[config.mk]
export PLATFORM = sky130hd
export DESIGN_NAME = lc3_mem_arbiter
export DESIGN_NICKNAME = d
export VERILOG_FILES = /design/src/rtl/lc3_mem_arb_pkg.sv /design/src/rtl/lc3_arb_prio.sv /design/src/rtl/lc3_mem_arbiter.sv
export SDC_FILE = /design/constraint.sdc
export NUM_CORES = 1
export LEC_CHECK = 0
export ABC_AREA = 1
export CORE_MARGIN = 3
export CORE_UTILIZATION = 48
export CTS_CLUSTER_SIZE = 12
export DETAILED_ROUTE_END_ITERATION = 8
export HOLD_SLACK_MARGIN = 0.15
export PLACE_DENSITY = 0.93
export SLEW_MARGIN = 10
export SYNTH_ARGS = -nofsm -noshare
export SYNTH_HDL_FRONTEND = slang
export SYNTH_SLANG_ARGS = --single-unit
export TNS_END_PERCENT = 20
[constraint.sdc]
create_clock -name clock -period 3.8 [get_ports clock]
set_input_delay 0.76 -clock clock [delete_from_list [all_inputs] [get_ports clock]]
set_output_delay 0.76 -clock clock [all_outputs]
set_load 0.01 [all_outputs]
[src/rtl/lc3_mem_arb_pkg.sv]
// -----------------------------------------------------------------------------
// lc3_mem_arb_pkg
// Shared types and default widths for the LC3 unified-memory arbiter.
//   arb_state_e : arbiter FSM states (IDLE -> ISSUE -> WAIT -> RESP -> IDLE)
//   arb_owner_e : which requester owns the transaction in flight
//   starve_inc  : saturating increment for the fetch starvation counter
// -----------------------------------------------------------------------------
package lc3_mem_arb_pkg;

    localparam int ARB_ADDR_W     = 16;
    localparam int ARB_DATA_W     = 16;
    localparam int ARB_MEM_LAT    = 2;
    localparam int ARB_STARVE_MAX = 4;

    // Wide enough for STARVE_MAX up to 15 and MEM_LAT up to 4.
    localparam int ARB_STARVE_W   = 4;
    localparam int ARB_LAT_W      = 3;

    typedef enum logic [1:0] {
        IDLE  = 2'd0,
        ISSUE = 2'd1,
        WAIT  = 2'd2,
        RESP  = 2'd3
    } arb_state_e;

    typedef enum logic {
        OWN_FETCH = 1'b0,
        OWN_DATA  = 1'b1
    } arb_owner_e;

    function automatic logic [ARB_STARVE_W-1:0] starve_inc(
        input logic [ARB_STARVE_W-1:0] cnt,
        input logic [ARB_STARVE_W-1:0] max_cnt
    );
        return (cnt >= max_cnt) ? cnt : cnt + ARB_STARVE_W'(1);
    endfunction

endpackage

[src/rtl/lc3_arb_prio.sv]
// -----------------------------------------------------------------------------
// lc3_arb_prio
// Winner selection between fetch and data requests plus the fetch starvation
// counter. Data normally wins; once data has been granted STARVE_MAX times in
// a row while fetch was waiting, fetch wins the next arbitration.
// Ports:
//   clock, reset_n     : clock, async active-low reset
//   i_idle             : arbiter may grant this cycle
//   i_if_req, i_da_req : fetch / data requests
//   o_if_gnt, o_da_gnt : combinational, mutually exclusive grants
// -----------------------------------------------------------------------------
module lc3_arb_prio
    import lc3_mem_arb_pkg::*;
#(
    parameter int STARVE_MAX = ARB_STARVE_MAX
) (
    input  logic clock,
    input  logic reset_n,
    input  logic i_idle,
    input  logic i_if_req,
    input  logic i_da_req,
    output logic o_if_gnt,
    output logic o_da_gnt
);

    logic [ARB_STARVE_W-1:0] r_starve_cnt;
    logic                    w_starved;
    logic                    w_fetch_wins;

    assign w_starved    = (r_starve_cnt == ARB_STARVE_W'(STARVE_MAX));
    assign w_fetch_wins = i_if_req && (!i_da_req || w_starved);

    // Both grants derive from one select term, so they can never overlap.
    assign o_if_gnt = i_idle && w_fetch_wins;
    assign o_da_gnt = i_idle && i_da_req && !w_fetch_wins;

    always_ff @(posedge clock or negedge reset_n) begin
        if (!reset_n) begin
            r_starve_cnt <= '0;
        end else if (o_if_gnt) begin
            r_starve_cnt <= '0;
        end else if (o_da_gnt && i_if_req) begin
            r_starve_cnt <= starve_inc(r_starve_cnt, ARB_STARVE_W'(STARVE_MAX));
        end
    end

endmodule

[src/rtl/lc3_mem_arbiter.sv]
// -----------------------------------------------------------------------------
// lc3_mem_arbiter
// Single-port arbiter sharing one unified instruction/data memory between the
// LC3 fetch stage and the memaccess stage. One transaction in flight at a time:
// grant in IDLE, one ISSUE cycle driving the memory strobe, MEM_LAT WAIT
// cycles, then one RESP cycle pulsing the owner's rvalid.
// Ports:
//   clock, reset_n                  : clock, async active-low reset
//   if_req/if_addr                  : fetch read request
//   if_gnt/if_rvalid/if_rdata       : fetch grant, read-data pulse and data
//   da_req/da_we/da_addr/da_wdata   : data read/write request
//   da_gnt/da_rvalid/da_rdata       : data grant, completion pulse, read data
//   mem_en/mem_we/mem_addr/mem_wdata: memory strobe, valid only in ISSUE
//   mem_rdata                       : memory read data, valid MEM_LAT later
//   busy                            : a transaction is in progress
// -----------------------------------------------------------------------------
module lc3_mem_arbiter
    import lc3_mem_arb_pkg::*;
#(
    parameter int ADDR_W     = ARB_ADDR_W,
    parameter int DATA_W     = ARB_DATA_W,
    parameter int MEM_LAT    = ARB_MEM_LAT,
    parameter int STARVE_MAX = ARB_STARVE_MAX
) (
    input  logic              clock,
    input  logic              reset_n,
    input  logic              if_req,
    input  logic [ADDR_W-1:0] if_addr,
    output logic              if_gnt,
    output logic              if_rvalid,
    output logic [DATA_W-1:0] if_rdata,
    input  logic              da_req,
    input  logic              da_we,
    input  logic [ADDR_W-1:0] da_addr,
    input  logic [DATA_W-1:0] da_wdata,
    output logic              da_gnt,
    output logic              da_rvalid,
    output logic [DATA_W-1:0] da_rdata,
    output logic              mem_en,
    output logic              mem_we,
    output logic [ADDR_W-1:0] mem_addr,
    output logic [DATA_W-1:0] mem_wdata,
    input  logic [DATA_W-1:0] mem_rdata,
    output logic              busy
);

    arb_state_e           r_state;
    arb_owner_e           r_owner;
    logic                 r_we;
    logic [ARB_LAT_W-1:0] r_lat_cnt;
    logic                 r_mem_en;
    logic                 r_mem_we;
    logic [ADDR_W-1:0]    r_mem_addr;
    logic [DATA_W-1:0]    r_mem_wdata;
    logic                 r_if_rvalid;
    logic                 r_da_rvalid;
    logic [DATA_W-1:0]    r_if_rdata;
    logic [DATA_W-1:0]    r_da_rdata;
    logic                 r_busy;

    logic                 w_idle;
    logic                 w_if_gnt;
    logic                 w_da_gnt;

    // Grants are combinational; holding them off while reset is asserted keeps
    // every output at 0 during reset even if a requester is already active.
    assign w_idle = (r_state == IDLE) && reset_n;

    lc3_arb_prio #(
        .STARVE_MAX (STARVE_MAX)
    ) u_prio (
        .clock    (clock),
        .reset_n  (reset_n),
        .i_idle   (w_idle),
        .i_if_req (if_req),
        .i_da_req (da_req),
        .o_if_gnt (w_if_gnt),
        .o_da_gnt (w_da_gnt)
    );

    always_ff @(posedge clock or negedge reset_n) begin
        if (!reset_n) begin
            r_state     <= IDLE;
            r_owner     <= OWN_FETCH;
            r_we        <= 1'b0;
            r_lat_cnt   <= '0;
            r_mem_en    <= 1'b0;
            r_mem_we    <= 1'b0;
            r_mem_addr  <= '0;
            r_mem_wdata <= '0;
            r_if_rvalid <= 1'b0;
            r_da_rvalid <= 1'b0;
            r_if_rdata  <= '0;
            r_da_rdata  <= '0;
            r_busy      <= 1'b0;
        end else begin
            r_if_rvalid <= 1'b0;
            r_da_rvalid <= 1'b0;
            case (r_state)
                IDLE: begin
                    // The mem_* registers double as the latch for the granted
                    // request; owner and we are kept separately for capture.
                    if (w_da_gnt) begin
                        r_state     <= ISSUE;
                        r_busy      <= 1'b1;
                        r_owner     <= OWN_DATA;
                        r_we        <= da_we;
                        r_mem_en    <= 1'b1;
                        r_mem_we    <= da_we;
                        r_mem_addr  <= da_addr;
                        r_mem_wdata <= da_we ? da_wdata : '0;
                    end else if (w_if_gnt) begin
                        r_state     <= ISSUE;
                        r_busy      <= 1'b1;
                        r_owner     <= OWN_FETCH;
                        r_we        <= 1'b0;
                        r_mem_en    <= 1'b1;
                        r_mem_we    <= 1'b0;
                        r_mem_addr  <= if_addr;
                        r_mem_wdata <= '0;
                    end
                end
                ISSUE: begin
                    r_state     <= WAIT;
                    r_lat_cnt   <= ARB_LAT_W'(MEM_LAT - 1);
                    r_mem_en    <= 1'b0;
                    r_mem_we    <= 1'b0;
                    r_mem_addr  <= '0;
                    r_mem_wdata <= '0;
                end
                WAIT: begin
                    // Last WAIT cycle: memory data is valid now, capture it and
                    // raise the owner's rvalid for the RESP cycle.
                    if (r_lat_cnt == '0) begin
                        r_state <= RESP;
                        if (r_owner == OWN_FETCH) begin
                            r_if_rdata  <= mem_rdata;
                            r_if_rvalid <= 1'b1;
                        end else begin
                            r_da_rdata  <= r_we ? '0 : mem_rdata;
                            r_da_rvalid <= 1'b1;
                        end
                    end else begin
                        r_lat_cnt <= r_lat_cnt - ARB_LAT_W'(1);
                    end
                end
                RESP: begin
                    r_state <= IDLE;
                    r_busy  <= 1'b0;
                end
                default: begin
                    r_state <= IDLE;
                    r_busy  <= 1'b0;
                end
            endcase
        end
    end

    assign if_gnt    = w_if_gnt;
    assign da_gnt    = w_da_gnt;
    assign if_rvalid = r_if_rvalid;
    assign if_rdata  = r_if_rdata;
    assign da_rvalid = r_da_rvalid;
    assign da_rdata  = r_da_rdata;
    assign mem_en    = r_mem_en;
    assign mem_we    = r_mem_we;
    assign mem_addr  = r_mem_addr;
    assign mem_wdata = r_mem_wdata;
    assign busy      = r_busy;

endmodule

======== Word level (Yosys, flattened, before mapping) ========
Index checks and enable logic that the tools add are counted.
word-level totals
  register bits after elaboration ......... 80
  input bits .............................. 69
  output and inout port bits .............. 71
  word-level logic and storage cells ...... 81
cells by class
  add/subtract/negate cells ............... 2
  order comparisons ....................... 1
  equal/unequal tests ..................... 8
  mux-type cells .......................... 31
  bitwise logic cells ..................... 1
  reductions and logical operators ........ 24
operators with widths
  operator             count
  $mux 16              6
  $pmux 16 s2          2
  $mux 4               3
  $reduce_and 2->1     6
  $mux 1               11
  $reduce_bool 2->1    5
  $pmux 2 s4           1
  $logic_and 1x1->1    6
  $mux 2               3
  $ne 2x2->1 const B   3
  $pmux 1 s2           3
  $pmux 3 s2           1
  $reduce_and 3->1     2
  $add 4x1->4 const B  1
  $eq 2x2->1 const B   2
  $eq 4x3->1 const B   1
  $ge 4x3->1 const B   1
  $logic_not 3->1      1
  $mux 3               1
  $ne 3x2->1 const B   1
  $sub 3x1->3 const B  1
  $eq 2x1->1 const B   1
  $logic_not 1->1      2
  $logic_not 2->1      1
  2 further kinds      2

======== Longest topological paths before layout ========
Gate-level depths: netlist of the first run.
  word-level depth ........................ 8
  depth in mapped cells ................... 9
  depth with buffers taken out ............ 9

======== Hierarchy ========
From an unflattened synthesis of the first run, not the netlist that was laid out.
second synthesis, totals
  cell total of the unflattened synthesis .. 464
  area total of the unflattened synthesis .. 3,803.6 sq um
modules (own cells, without submodules)
  module           times used  cells each  area each (sq um)  sequential area each (sq um)
  lc3_mem_arbiter  1           429         3,553.4            1,901.8
  lc3_arb_prio     1           35          250.2              100.1

======== Worst setup path after synthesis of the first run ========
No wires, ideal clock.
  path type ............................... input -> output
  start ................................... input reset_n
  end ..................................... output if_gnt
  arrival ................................. 1.241 ns
  data required time ...................... 3.040 ns
  path slack .............................. 1.799 ns
  stages .................................. 4
  path buffers ............................ 0
  path through ............................ nand2_2 > nor2_1 > nand2_1 > inv_1
on the way
  cells in the longest elaborated chain, start to end .. 2
RTL lines
  item               RTL line               text
  start, declared    lc3_mem_arbiter.sv:26  input logic reset_n,
  $logic_and 1x1->1  lc3_mem_arbiter.sv:67  assign w_idle = (r_state == IDLE) && reset_n;
  $logic_and 1x1->1  lc3_arb_prio.sv:34     assign o_if_gnt = i_idle && w_fetch_wins;
  end, declared      lc3_mem_arbiter.sv:29  output logic if_gnt,
Every way passes these cells.

======== Final worst setup path of the first run ========
  start ................................... input if_req
  end ..................................... output if_gnt
on the way
  cells in the longest elaborated chain, start to end .. 2
RTL lines
  item               RTL line               text
  start, declared    lc3_mem_arbiter.sv:27  input logic if_req,
  $logic_and 1x1->1  lc3_arb_prio.sv:31     assign w_fetch_wins = i_if_req && (!i_da_req || w_starved);
  $logic_and 1x1->1  lc3_arb_prio.sv:34
Every way passes these cells.

==> flow_summary.json, run 1 <==
{
  "worstPathMaxFanout": 4,
  "avgSynthCellArea_um2": 7.961,
  "holdPathEnd": "if_rdata[6]",
  "hold_depth": 2,
  "syn2layout_area_growth_pct": 45.64,
  "cts_tree": "done",
  "p_per_area_nw_per_um2": 734.5,
  "drtIter0Drc": 181,
  "drv_cap": 0,
  "cts_sinks": 80,
  "crit_path_cell_trace": "clkdlybuf4s50_1, inv_1, nor2_1, nand2_1, inv_1, clkdlybuf4s50_1",
  "place.gp.congestion": 0.7639,
  "grt_pass1_wl_mm": 16.30,
  "post_cts_resized": 0,
  "seqCellArea_um2": 2002,
  "ir_drop_uv": 339.6,
  "vias_per_cell": 4.970,
  "firstDrtPassIters": 5,
  "finClkSkew_ns": 0.01032,
  "status": "finished clean",
  "r2r_start": "r_state[0]",
  "cts_buffers": 9,
  "post-route-min-period_ns": 3.153,
  "synth_nets": 547,
  "vias": 3524,
  "hold_violations": 0,
  "fin_total_pwr_mw": 3.994,
  "critPathRequiredTime_ns": 3.04,
  "multiInputGateArea_um2": 1438,
  "maxSlewViolCount": 0,
  "cts_buffer_depth": 2,
  "hp-start": "if_rdata[6]",
  "drive_gt1_share_pct": 6.230,
  "use_met2_pct": 40.07,
  "clk_pin_slew_ns": 0.08,
  "grt_pass1_vias": 3480,
  "overflow": 0,
  "insertion_delay_ns": 0.34,
  "place_area_um2": 5185,
  "core_area_um2": 7408,
  "r2r_end": "if_rdata[0]",
  "io_buffers": 139,
  "dieArea_um2": 8873,
  "yosys_warnings": 0,
  "antenna_found_initial": 0,
  "tightest_slew_ns": 0.9753,
  "setup_viol": 0,
  "hold_class": "reg2reg",
  "met3_usage_pct": 7.372,
  "die_y_um": 94.20,
  "cpPeakStageDelay_ns": 0.54,
  "synth_cell_type_count": 26,
  "fin_nets": 683,
  "start_util_pct": 50.40,
  "ff2ff_setup_slack_ns": 1.89,
  "drc_errors": 0,
  "fill_cells": 550,
  "ant_nets": 0,
  "postCtsSetupBuffers": 0,
  "routed_wl_mm": 9.861,
  "die_w_um": 94.20,
  "syn-cell-area_um2": 3734,
  "row_count": 31,
  "critPathLaunchType": "primary input",
  "fmax_ghz": 0.3171,
  "p_leak_nw": 2.762,
  "diodes": 0,
  "io-pin-count": 140,
  "final.setup.tns_ns": 0,
  "hold_buffers": 0,
  "grt_max_degree": 81,
  "min_period_over_period_pct": 82.99,
  "grt_setup_unrepaired": "false",
  "cts_root_buffer": "clkbuf_8",
  "met1_usage_pct": 28.00,
  "final_area_um2": 5438,
  "ys_seq_area_share_pct": 53.62,
  "wire_per_inst_um": 13.91,
  "crit_type": "in2out",
  "busiest_layer": "met2",
  "synth_seq_cells": 80,
  "htree_levels": 3,
  "hpwlAfterDp_mm": 7.435,
  "reg2reg_depth": 7,
  "crit_arrival_ns": 2.39,
  "end_kind": "primary output",
  "slew_headroom_pct": 34.98,
  "cpMaxStageDelayCell": "clkdlybuf4s50_1",
  "postSynthCellCount": 469,
  "grt.total_usage_pct": 23.33
}
## metal layers
layer	share of wire, %	wire length [µm]
met3	10	1025
met5	0	0
met2	49	4815
met4	1.3	130
met1	39	3889
## registers in the layout, summed over array words and instances (netlist names)
register             cells
r_owner                  1
mem_addr                16
u_prio.r_starve_cnt      4
r_we                     1
if_rdata                16
r_state                  2
da_rvalid                1
mem_en                   1
mem_wdata               16
mem_we                   1
da_rdata                16
r_lat_cnt                3
busy                     1
if_rvalid                1
## area by class of cell
cell class,instances,share of cell area [%]
Clock inverter,6,2.117
Multi-Input combinational cell,318,26.44
Tap cell,99,2.278
Clock buffer,10,2.531
Timing Repair Buffer,144,26.23
Inverter,52,3.590
Sequential cell,80,36.82
## Yosys cell counts
library cell / instances / area [µm²]
a21oi_1: 2 / 10.01
a21oi_2: 1 / 8.760
a31oi_1: 1 / 6.260
buf_1: 1 / 3.750
buf_2: 7 / 35.03
buf_4: 5 / 37.54
clkbuf_1: 6 / 22.52
clkinv_1: 1 / 3.750
dfrtp_1: 80 / 2002
ha_1: 9 / 112.6
inv_1: 47 / 176.4
inv_2: 4 / 15.01
nand2_1: 191 / 716.9
nand2_2: 3 / 18.77
nand3_1: 53 / 265.3
nand4_1: 1 / 6.260
nand4_2: 1 / 12.51
nor2_1: 24 / 90.09
nor2_2: 2 / 12.51
nor2_4: 3 / 33.78
o21ai_0: 20 / 100.1
o21ai_1: 2 / 10.01
o21ai_2: 1 / 8.760
o22ai_1: 2 / 12.51
or2_1: 1 / 6.260
or2_2: 1 / 6.260
## through the flow
| stage | hold slack [ns] | util [%] | cells | setup WS (ns) |
|---|---|---|---|---|
| after floorplan | 0.4644 | - | 469 | 1.799 |
| after global placement | 0.4528 | 69.99 | 693 | 0.7537 |
| after detailed placement | 0.4640 | 69.99 | 693 | 0.6535 |
| after CTS | 0.4842 | 73.40 | 709 | 0.6576 |
| after global routing | 0.5033 | 73.40 | 709 | 0.5265 |
| final | 0.4796 | 73.40 | 709 | 0.6465 |
## where the power goes
| part | switching [mW] | internal (mW) | leakage, nW |
|---|---|---|---|
| registers | 0.214 | 1.21 | 1.02 |
| clock network | 0.305 | 0.458 | 0.123 |
| logic | 0.943 | 0.860 | 1.62 |
## cells by family after synthesis
group                    share of synthesized area [%]
adder cells (fa/ha/maj)                          3.016
flip-flops                                       53.62
AND/OR/NAND/NOR                                  31.30
AO/OA/AOI/OAI                                    4.189
buffers and inverters                            7.875
## worst max-delay path: cells and delay by family
family | cells | cell delay (ns)
buffers and inverters | 4 | 1.26
and+or+nand+nor | 2 | 0.37
## worst max path at each step
stage | start | to | slack, ns | cells past startpoint
global route | if_req | if_gnt | 0.53 | 6
floorplan | reset_n | if_gnt | 1.80 | 4
CTS | if_req | if_gnt | 0.66 | 6
finish | if_req | if_gnt | 0.65 | 6
detailed placement | if_req | if_gnt | 0.65 | 6
global placement | if_req | if_gnt | 0.75 | 6
## cells in the final DEF (no fill, tap or decap)
cell             instances
a21oi_1                  2
a21oi_2                  1
a31oi_1                  1
buf_4                    6
bufinv_16                3
clkbuf_8                10
clkdlybuf4s50_1        138
clkinv_1                 1
clkinv_4                 1
clkinvlp_4               1
dfrtp_1                 80
ha_1                     9
inv_1                   47
inv_2                    4
inv_6                    1
nand2_1                191
nand2_2                  3
nand3_1                 53
nand4_1                  1
nand4_2                  1
nor2_1                  24
nor2_2                   2
nor2_4                   3
o21ai_0                 20
o21ai_1                  2
o21ai_2                  1
o22ai_1                  2
or2_1                    1
or2_2                    1
No activity file was read; power rests on OpenSTA's default activity.
==> run 2, diff against run 1 <==
--- a/config.mk
+++ b/config.mk
@@ -7,11 +7,11 @@
 export LEC_CHECK = 0
 export ABC_AREA = 1
 export CORE_MARGIN = 3
-export CORE_UTILIZATION = 48
+export CORE_UTILIZATION = 44
 export CTS_CLUSTER_SIZE = 12
 export DETAILED_ROUTE_END_ITERATION = 8
 export HOLD_SLACK_MARGIN = 0.15
-export PLACE_DENSITY = 0.93
+export PLACE_DENSITY = 0.87
 export SLEW_MARGIN = 10
 export SYNTH_ARGS = -nofsm -noshare
 export SYNTH_HDL_FRONTEND = slang
==> constraint.sdc (replaced) <==
create_clock -name clock -period 3.3 [get_ports clock]
set_input_delay 0.66 -clock clock [delete_from_list [all_inputs] [get_ports clock]]
set_output_delay 0.66 -clock clock [all_outputs]
set_load 0.01 [all_outputs]
==> run 2 against run 1 <==
Sequential cell count did not move. Utilization fell by 5.9 points. Final cell count rose by 0.42%. Wire length rose by 2.0%. Setup slack got worse by 0.29 ns. Die area rose by 8.5%. Largest power group unchanged. Highest routed layer unchanged.
==> flow_summary.json, run 2 (synthesized netlist as in run 1, its figures left out) <==
{
  "status": "finished clean",
  "dieArea_um2": 9627,
  "routed_wl_mm": 10.05,
  "start_util_pct": 46.86,
  "setup_viol": 0,
  "post-route-min-period_ns": 2.939,
  "hp-start": "if_rdata[1]",
  "fin_nets": 683,
  "hold_buffers": 0,
  "cts_sinks": 80,
  "grt_max_degree": 81,
  "insertion_delay_ns": 0.34,
  "crit_path_cell_trace": "clkdlybuf4s50_1, inv_1, nor2_1, nand2_1, inv_1, clkdlybuf4s50_1",
  "wire_per_inst_um": 14.12,
  "grt_setup_unrepaired": "false",
  "grt_pass1_wl_mm": 17.16,
  "io-pin-count": 140,
  "io_buffers": 139,
  "ant_nets": 0,
  "cts_tree": "done",
  "end_kind": "primary output",
  "firstDrtPassIters": 4,
  "crit_buf_inv": 4,
  "row_count": 32,
  "drtIter0Drc": 118,
  "fin_util_pct": 67.48,
  "min_period_over_period_pct": 89.07,
  "slew_headroom_pct": 35.49,
  "worstPathMaxFanout": 4,
  "crit_type": "in2out",
  "reg2reg_depth": 7,
  "hold_class": "reg2reg",
  "grt_pass1_vias": 3611,
  "p_per_area_nw_per_um2": 821.2,
  "finClkSkew_ns": 0.01068,
  "cpPeakStageDelay_ns": 0.53,
  "vias": 3585,
  "hpwlAfterDp_mm": 7.247,
  "fmax_ghz": 0.3402,
  "drc_errors": 0,
  "r2r_start": "r_state[0]",
  "drv_cap": 0,
  "hold_violations": 0,
  "cts_buffer_depth": 2,
  "syn2layout_area_growth_pct": 44.00,
  "cts_root_buffer": "clkbuf_8",
  "overflow": 0,
  "grt.total_usage_pct": 21.81,
  "diodes": 0,
  "critPathRequiredTime_ns": 2.64,
  "cpMaxStageDelayCell": "clkdlybuf4s50_1",
  "drive_gt1_share_pct": 6.066,
  "postCtsSetupBuffers": 0,
  "final.setup.tns_ns": 0,
  "place.gp.congestion": 0.8235,
  "core_area_um2": 7968,
  "cts_buffers": 9,
  "tightest_slew_ns": 0.9677,
  "r2r_end": "if_rdata[8]",
  "crit_arrival_ns": 2.28,
  "htree_levels": 3,
  "holdPathEnd": "if_rdata[1]",
  "critPathLaunchType": "primary input",
  "seqCellArea_um2": 2002,
  "vias_per_cell": 5.035,
  "die_w_um": 98.12,
  "layout_common_cells": "nand2_1, clkdlybuf4s50_1, dfrtp_1, nand3_1, inv_1",
  "fill_cells": 625,
  "hold_depth": 2,
  "final_common_cell": "nand2_1",
  "multiInputGateArea_um2": 1438,
  "crit_family": "buffers and inverters",
  "maxSlewViolCount": 0,
  "ff2ff_setup_slack_ns": 1.31,
  "antenna_found_initial": 0,
  "die_y_um": 98.12,
  "p_leak_nw": 2.731,
  "post_cts_resized": 0,
  "ir_drop_uv": 321.2,
  "clk_pin_slew_ns": 0.08
}
==> run 2: stage by stage <==
stage	setup WS, ns	cell area (µm²)	hold slack (ns)	total power, mW	std cells
after CTS	0.3794	5376	0.4814	4.455	712
final	0.3607	5376	0.4798	4.415	712
after detailed placement	0.3790	5189	0.4615	3.738	696
after global placement	0.4512	5189	0.4525	3.637	696
after floorplan	1.460	3734	0.3644	2.648	469
after global routing	0.2415	5376	0.5010	4.742	712
==> run 2: how the worst max path moves through the flow <==
stage                     cells after the start  slack (ns)     end       start
after floorplan                               6        1.46  if_gnt  r_state[0]
after CTS                                     6        0.38  if_gnt      if_req
after detailed placement                      6        0.38  if_gnt      if_req
final                                         6        0.36  if_gnt      if_req
after global routing                          7        0.24  if_gnt  r_state[0]
after global placement                        6        0.45  if_gnt      if_req
==> run 2: tightest hold or removal path, stage by stage, from the launching register on <==
cell and delay [ns]:
dfrtp_1 0.35, nand2_1 0.06, nand2_1 0.05
==> run 2: final cells by class <==
cell class	count	share of cell area, %
multi-input combinational	318	26.74
timing repair buffer	144	26.53
clock inverter	6	1.117
sequential	80	37.24
inverter	52	3.630
clock buffer	10	2.374
tap	102	2.374
==> run 2: power by group <==
part / internal [mW] / switching [mW] / total (mW)
registers: 1.40 / 0.243 / 1.64
clock network: 0.346 / 0.346 / 0.692
logic: 0.990 / 1.09 / 2.08
==> run 2: routing by layer <==
| layer | track usage, % | part of all wire [%] | up-vias |
|---|---|---|---|
| met5 | 0 | 0 | - |
| met4 | 6.709 | 1.2 | 0 |
| met3 | 6.071 | 11 | 11 |
| met2 | 36.39 | 48 | 188 |
| met1 | 27.67 | 40 | 1669 |
| li1 | - | - | 1717 |
